### src/rtl/candidate_gen_pkg.sv
// Shared constants and state encoding for the decimal candidate generator.
// Optional feature macro used by the top level: CANDGEN_COUNT_EN (candidate index counter).
package candgen_pkg;

   localparam logic [7:0] ASCII_ZERO = 8'h30;
   localparam logic [3:0] BCD_MAX    = 4'd9;

   typedef logic [1:0] state_t;

   localparam state_t IDLE = 2'd0;
   localparam state_t RUN  = 2'd1;
   localparam state_t DONE = 2'd2;

   // A BCD digit maps onto '0'..'9' by replacing the low nibble of ASCII '0'.
   function automatic logic [7:0] bcd_to_ascii(input logic [3:0] bcd);
      logic [7:0] zero;
      zero = ASCII_ZERO;
      return {zero[7:4], bcd};
   endfunction

endpackage

### src/rtl/candidate_gen_if.sv
// Candidate stream from the generator to the hash/compare core (valid/ready handshake).
interface candidate_gen_if #(
   parameter int NUM_DIGITS = 6
);

   logic [8*NUM_DIGITS-1:0] cand_data;
   logic                    cand_valid;
   logic                    cand_ready;

   modport master (
      output cand_data,
      output cand_valid,
      input  cand_ready
   );

   modport slave (
      input  cand_data,
      input  cand_valid,
      output cand_ready
   );

endinterface

### src/rtl/candidate_gen_digit_cell.sv
// One decimal digit of the candidate: a BCD register that counts 0..9 when enabled,
// wraps to 0 and raises a combinational carry when it is at 9 while enabled.
module candgen_digit_cell
   import candgen_pkg::*;
(
   input  logic       clk,
   input  logic       rst,
   input  logic       clear,
   input  logic       en,
   output logic [7:0] ascii,
   output logic       carry
);

   logic [3:0] bcd_q;
   logic [3:0] bcd_d;

   always_comb begin
      bcd_d = bcd_q;
      if (clear) begin
         bcd_d = 4'd0;
      end else if (en) begin
         // Anything at or above 9 wraps, so an illegal code can never persist.
         bcd_d = (bcd_q >= BCD_MAX) ? 4'd0 : bcd_q + 4'd1;
      end
   end

   always_ff @(posedge clk) begin
      if (rst) begin
         bcd_q <= 4'd0;
      end else begin
         bcd_q <= bcd_d;
      end
   end

   assign carry = en && (bcd_q == BCD_MAX);
   assign ascii = bcd_to_ascii(bcd_q);

endmodule

### src/rtl/candidate_gen.sv
// Enumerates all NUM_DIGITS-long decimal strings in ASCII, one per accepted handshake.
// Define CANDGEN_COUNT_EN to add the cand_index counter port (COUNT_W bits).
module candidate_gen
   import candgen_pkg::*;
#(
   parameter int NUM_DIGITS = 6
`ifdef CANDGEN_COUNT_EN
   ,
   parameter int COUNT_W    = 32
`endif
) (
   input  logic                clk,
   input  logic                rst,
   input  logic                start,
   input  logic                abort,
   candidate_gen_if.master     cand_if,
   output logic                busy,
   output logic                done
`ifdef CANDGEN_COUNT_EN
   ,
   output logic [COUNT_W-1:0]  cand_index
`endif
);

   state_t state_q;
   state_t state_d;

   logic [NUM_DIGITS-1:0]   digit_en;
   logic [NUM_DIGITS-1:0]   digit_carry;
   logic [8*NUM_DIGITS-1:0] digit_ascii;

   logic handshake;
   logic clear_digits;
   logic space_wrap;

   assign handshake    = cand_if.cand_valid && cand_if.cand_ready;
   // Carry out of the top digit means the all-'9' candidate was just accepted.
   assign space_wrap   = digit_carry[NUM_DIGITS-1];
   // Start is only honoured outside RUN, and abort in the same cycle suppresses it.
   assign clear_digits = (state_q != RUN) && start && !abort;

   generate
      for (genvar gi = 0; gi < NUM_DIGITS; gi++) begin : g_digit
         if (gi == 0) begin : g_lsd
            assign digit_en[gi] = handshake;
         end else begin : g_upper
            assign digit_en[gi] = digit_carry[gi-1];
         end

         candgen_digit_cell u_cell (
            .clk   (clk),
            .rst   (rst),
            .clear (clear_digits),
            .en    (digit_en[gi]),
            .ascii (digit_ascii[8*gi +: 8]),
            .carry (digit_carry[gi])
         );
      end
   endgenerate

   always_comb begin
      state_d = state_q;
      case (state_q)
         IDLE: begin
            if (start && !abort) begin
               state_d = RUN;
            end
         end
         RUN: begin
            // A handshake in the abort cycle still advances the digits, but abort wins the state.
            if (abort) begin
               state_d = IDLE;
            end else if (space_wrap) begin
               state_d = DONE;
            end
         end
         DONE: begin
            if (abort) begin
               state_d = IDLE;
            end else if (start) begin
               state_d = RUN;
            end
         end
         default: begin
            state_d = IDLE;
         end
      endcase
   end

   always_ff @(posedge clk) begin
      if (rst) begin
         state_q <= IDLE;
      end else begin
         state_q <= state_d;
      end
   end

   assign cand_if.cand_data  = digit_ascii;
   assign cand_if.cand_valid = (state_q == RUN);
   assign busy               = (state_q == RUN);
   assign done               = (state_q == DONE);

`ifdef CANDGEN_COUNT_EN
   logic [COUNT_W-1:0] cand_index_q;
   logic [COUNT_W-1:0] cand_index_d;

   always_comb begin
      cand_index_d = cand_index_q;
      if (clear_digits) begin
         cand_index_d = '0;
      end else if (handshake) begin
         cand_index_d = cand_index_q + COUNT_W'(1);
      end
   end

   always_ff @(posedge clk) begin
      if (rst) begin
         cand_index_q <= '0;
      end else begin
         cand_index_q <= cand_index_d;
      end
   end

   assign cand_index = cand_index_q;
`endif

endmodule

### src/flat_wrapper.sv
// flat-port wrapper written by rule: the top's interface ports become plain ports
module candidate_gen_flat import candgen_pkg::*;
#(
   parameter int NUM_DIGITS = 6

)
  (clk, rst, start, abort, busy, done, cand_if_cand_data, cand_if_cand_valid, cand_if_cand_ready);
  candidate_gen_if #(.NUM_DIGITS(NUM_DIGITS)) cand_if_i ();
  input  logic clk;
  input  logic rst;
  input  logic start;
  input  logic abort;
  output logic busy;
  output logic done;
  output wire logic [$bits(cand_if_i.cand_data)-1:0] cand_if_cand_data;
  output wire logic [$bits(cand_if_i.cand_valid)-1:0] cand_if_cand_valid;
  input wire logic [$bits(cand_if_i.cand_ready)-1:0] cand_if_cand_ready;
  assign cand_if_cand_data = cand_if_i.cand_data;
  assign cand_if_cand_valid = cand_if_i.cand_valid;
  assign cand_if_i.cand_ready = cand_if_cand_ready;
  candidate_gen #(.NUM_DIGITS(NUM_DIGITS)) u_core (.clk(clk), .rst(rst), .start(start), .abort(abort), .cand_if(cand_if_i), .busy(busy), .done(done));
endmodule
### config.mk
export PLATFORM = sky130hd
export DESIGN_NAME = candidate_gen_flat
export DESIGN_NICKNAME = d
export VERILOG_FILES = /design/src/rtl/candidate_gen_pkg.sv /design/src/rtl/candidate_gen_if.sv /design/src/rtl/candidate_gen_digit_cell.sv /design/src/rtl/candidate_gen.sv /design/src/flat_wrapper.sv
export SDC_FILE = /design/constraint.sdc
export NUM_CORES = 1
export LEC_CHECK = 0
export CAP_MARGIN = 30
export CORE_ASPECT_RATIO = 0.9
export CORE_UTILIZATION = 49
export DETAILED_ROUTE_END_ITERATION = 6
export PLACE_DENSITY = 0.84
export SYNTH_ARGS = -nofsm -noshare
export SYNTH_HDL_FRONTEND = slang
export SYNTH_SLANG_ARGS = --single-unit
### constraint.sdc
create_clock -name clk -period 3.7 [get_ports clk]
set_clock_uncertainty 0.15 [all_clocks]
set_input_delay 1.11 -clock clk [delete_from_list [all_inputs] [get_ports clk]]
set_output_delay 1.11 -clock clk [all_outputs]
set_load 0.01 [all_outputs]
Word-level counts from Yosys, hierarchy flattened
Cells that the tools add are included.
{"block": "word_totals", "input_bits": 5, "register_bits": 26, "out_inout_bits": 51, "word_cells": 57}
{"block": "op_classes", "add_sub_neg": 6, "n_lt_le_gt_ge": 6, "n_mux": 12, "n_reduce_logical": 14, "eq_ne": 12}
{"cell": "adder 4 x 1 -> 4 bit, second input constant", "n": 6}
{"cell": "equality test 4 bit, second input constant", "n": 6}
{"cell": "greater-or-equal comparator 4 bit, second input constant", "n": 6}
{"cell": "2-to-1 mux 4 bit", "n": 6}
{"cell": "logical AND 1 bit", "n": 10}
{"cell": "2-to-1 mux 2 bit", "n": 5}
{"cell": "inequality test 3 bit, second input constant", "n": 2}
{"cell": "one-hot mux 2 bit (3 select lines)", "n": 1}
{"cell": "inequality test 2 x 1 -> 1 bit, second input constant", "n": 2}
{"cell": "AND reduction 3 bit", "n": 1}
{"cell": "equality test 2 x 1 -> 1 bit, second input constant", "n": 1}
{"cell": "equality test 2 bit, second input constant", "n": 1}
{"cell": "zero test 2 bit", "n": 1}
{"cell": "OR reduction 2 bit", "n": 1}
{"cell": "zero test 1 bit", "n": 1}

Logic depth before layout (Yosys ltp)
{"block": "depth", "word_depth": 11, "ltp_mapped": 7, "mapped_depth_nobuf": 6}

Cells and area by module
Synthesis repeated with hierarchy kept, for this count alone.
{"block": "unflattened", "cells_unflattened": 193, "area_unflattened_um2": 1657.8}
{"module": "candgen_digit_cell", "instances": 6, "seq_area_each_um2": 80.1, "cells_each": 30, "area_each_um2": 255.2}
{"module": "candidate_gen", "instances": 1, "seq_area_each_um2": 40.0, "cells_each": 13, "area_each_um2": 126.4}

Worst setup path before layout
Ideal clock, no wire load.
{"block": "synth_path", "path_type": "input -> register", "startpoint": "input cand_if_cand_ready", "endpoint": "register u_core.g_digit[5].u_cell.bcd_q[2]", "setup_time_ns": 0.132, "n_path_buf": 1, "arrival_time_ns": 2.190, "required_ns": 3.418, "path_slack_ns": 1.227, "path_stages": 5, "path_cell_list": "nand4b_4 or4_1 buf_2 o31ai_1 a21oi_1"}
{"block": "synth_between", "elab_chain_cells": 6}
{"item": "from (decl)", "line_no": "flat_wrapper.sv:17", "rtl": "input wire logic [$bits(cand_if_i.cand_ready)-1:0] cand_if_cand_ready;"}
{"item": "logical AND 1 bit", "line_no": "candidate_gen.sv:36", "rtl": "assign handshake = cand_if.cand_valid && cand_if.cand_ready;"}
{"item": "logical AND 1 bit (5 in a row)", "line_no": "candidate_gen_digit_cell.sv:35", "rtl": "assign carry = en && (bcd_q == BCD_MAX);"}
{"item": "to (signal assigned)", "line_no": "candidate_gen_digit_cell.sv:29", "rtl": "bcd_q <= 4'd0;"}
{"item": "to (signal assigned)", "line_no": "candidate_gen_digit_cell.sv:31", "rtl": "bcd_q <= bcd_d;"}
{"item": "to (decl)", "line_no": "candidate_gen_digit_cell.sv:14", "rtl": "logic [3:0] bcd_q;"}
No other way between the ends.
A chain may end at the register's enable or synchronous reset.

Final worst setup path
{"block": "layout_path", "startpoint": "register u_core.state_q[1]", "endpoint": "output cand_if_cand_valid"}
{"block": "layout_between", "elab_chain_cells": 1}
{"item": "from (decl)", "line_no": "candidate_gen.sv:25", "rtl": "state_t state_q;"}
{"item": "from (signal assigned)", "line_no": "candidate_gen.sv:94", "rtl": "state_q <= state_d;"}
{"item": "equality test 2 x 1 -> 1 bit", "line_no": "candidate_gen.sv:99", "rtl": "assign cand_if.cand_valid = (state_q == RUN);"}
{"item": "to (decl)", "line_no": "flat_wrapper.sv:16", "rtl": "output wire logic [$bits(cand_if_i.cand_valid)-1:0] cand_if_cand_valid;"}
No other way between the ends.

==> reports/qor.yml <==
pwr:
  internal_power_uw: 365
  p_per_area_nw_per_um2: 240
  power_leakage_uw: 0.000788
  comb_power_share_pct: 7.9
  pwr-share-seq_pct: 59.1
  ir_drop_uv: 242
  clkPwrFrac_pct: 33.0
  switching_power_uw: 111
  swShare_pct: 23.3
critical_path:
  timing_worst_setup_path_type: "reg -> out"
  max_stage_delay_ps: 560
  cp-start-kind: "flip-flop"
  critPathTopFamily: "buffers and inverters"
  worst_setup_path_end_kind: "output port"
  crit_fanout: 9
  path_cells: "nand2b_1 -> clkinv_1 -> clkdlybuf4s50_1"
  worst_ep_arrival_time_ps: 1800
  critical_path_required_ps: 2440
  crit_buf_inv: 2
  slowest_stage: "clkdlybuf4s50_1"
clock_tree:
  cts_tree: "built"
  cts_buffers: 3
  cts_buffer_depth: 2
  clock-sinks: 26
  htree_num_levels: 1
  ctsHoldBuffers: 0
  cts_setup_buffers: 0
  cts-root-buf: "clkbuf_8"
  clkTransAtPathRegs_ps: 80
  cts_repair_resize_count: 0
  clock_latency_ps: 270
yosys:
  synth_area_leaders: "dfxtp_1 (31%), ha_1 (13%), buf_4 (11%)"
  synth_top_cells_by_count: "dfxtp_1 (26), buf_4 (25), nor2_1 (21)"
  synth_most_common_cell: "dfxtp_1"
  yosys.area.top_type: "dfxtp_1"
  yosysWarnings: 0
  synth_top_cell_area_share_pct: 30.6
  syn_avg_cell_area_um2: 8.37
  async_reset_ff_share_pct: 0
  netlist_area_um2: 1700
  syn_inst: 203
  ys_ff_latch: 26
  synth_cell_types: 39
  synth_edf_count: 0
  synth_ff_type: "dfxtp_1"
  yosysSeqAreaShare_pct: 30.6
finish:
  final_core_util_pct: 62.4
  final_layout_size_suffix_gt1_share_pct: 4.76
  fillers: 310
  final_cells: 273
  layout.nets: 256
  num_antenna_cells: 0
  synthToLayoutAreaGrowth_pct: 17.0
placed_design:
  io_buffers: 31
  gp_congestion: 0.777
  dp.cells: 270
  dp_hpwl_mm: 2.38
timing:
  finalSetupViolCount: 0
  timing.fmax_mhz: 327
  grt_setup_unrepaired: "no"
  finalHoldViolCount: 0
  max_slew.worst_pin.slew_ps: 646
  setup_tns_ps: 0
  timing.final.crit_share_pct: 82.7
  slew_headroom_pct: 56.6
  min_period_ps: 3060
  slew_viol_final: 0
job:
  maxCapViolations: 0
routing:
  wirelength_mm: 3.21
  highest_layer: "met4"
  antenna_left: 0
  drt_iter0_markers: 73
  viasPerCell: 5.10
  vias: 1391
  dr.pass1.iters: 4
  wl_met3_um: 131
  drc_errors: 0
  wl_met1_mm: 1.52
  wire_per_inst_um: 11.7
  dr_wl_met2_mm: 1.51
global_route:
  grt_pass1_wl_mm: 5.20
  overflow: 0
  grt_usage_pct: 18.0
  grt_start_max_net_pins: 15
  antenna_found_initial: 0
  grt_pass1_vias: 1163
outcome:
  status: "complete, no violations"
die:
  ios: 56
  core_um2: 3190
  dieHeight_um: 57.9
  dieArea_um2: 3710
  die_w_um: 64.1
  start_util_pct: 53.3
  rows: 19
min_path:
  hp-class: "reg -> reg"
==> stage by stage <==
stage / setup WS (ps) / cell area (um2) / hold WS, ps / total power [uW]
CTS: 632 / 1990 / 369 / 481
global placement: 472 / 1950 / 351 / 325
global route: 501 / 1990 / 395 / 499
finish: 639 / 1990 / 370 / 476
floorplan: 1230 / 1780 / 363 / 333
detailed placement: 425 / 1950 / 357 / 325
==> cells in the final DEF, fill, tap and decap left out, types with 3 or more instances in the layout <==
cell type	synthesis	routed
a41oi_1	3	3
nand3b_1	3	3
o31ai_1	3	3
dfxtp_1	26	26
o21ai_1	5	5
nand2_1	10	10
nor2_1	21	21
nor2b_1	5	5
a31oi_1	4	4
nor3_1	6	6
conb_1	2	24
nand3_1	4	4
nand4_1	6	6
clkbuf_8	0	3
ha_1	18	18
xnor2_1	6	6
inv_1	15	15
clkdlybuf4s50_1	0	31
a31o_2	4	4
a21oi_1	11	11
==> logic make-up (layout without fill, tap and decap cells) <==
group / after synthesis / in the layout / share of synthesized area [%]
mux: 1 / 1 / 0.589
compound gates: 33 / 33 / 12.4
buf+inv: 45 / 51 / 15.6
simple gates: 70 / 70 / 22.9
flops: 26 / 26 / 30.6
other cells: 2 / 24 / 0.442
fa+ha+maj: 18 / 18 / 13.3
xor+xnor: 8 / 8 / 4.12
==> per-layer routing <==
metal  track usage [%]  up-vias
li1                  -      705
met1              22.7      647
met2              30.4       35
met3              3.54        4
met4              6.82        0
met5                 0        -
==> registers in the layout (all words and copies together), names as in the netlist <==
name,flops
u_core.state_q,2
u_core.g_digit.u_cell.bcd_q,24
==> power by group through the flow <==
stage	Sequential, uW	Combinational, uW	Clock (uW)
after floorplan	288	44.8	0
after global placement	288	36.7	0
after detailed placement	288	37.1	0
after CTS	281	37.1	163
after global routing	282	41.3	176
final	281	37.7	157
==> area by class of cell <==
type | instances | area [um2] | area share [%]
timing repair buffer | 32 | 318 | 16.0
clock buffer | 3 | 41.3 | 2.08
inverter | 16 | 60.1 | 3.02
multi-input combinational | 154 | 996 | 50.1
tap | 42 | 52.6 | 2.64
sequential | 26 | 520 | 26.2
==> final timing paths <==
check	from	to	slack, ps	cells after the start
max reg2reg	u_core.g_digit[0].u_cell.bcd_q[1]	u_core.g_digit[5].u_cell.bcd_q[3]	1550	6
min reg2reg	u_core.g_digit[3].u_cell.bcd_q[1]	u_core.g_digit[3].u_cell.bcd_q[1]	370	2
max	u_core.state_q[1]	cand_if_cand_valid	640	3
min	u_core.g_digit[3].u_cell.bcd_q[1]	u_core.g_digit[3].u_cell.bcd_q[1]	370	2
==> worst register-to-register path, cell delays in order (launching register included) <==
cell and delay (ps):
dfxtp_1 350, inv_1 80, ha_1 220, nand4b_4 150
or4_1 700, o31ai_1 300, a21oi_1 90
(Power assumes the default switching activity.)
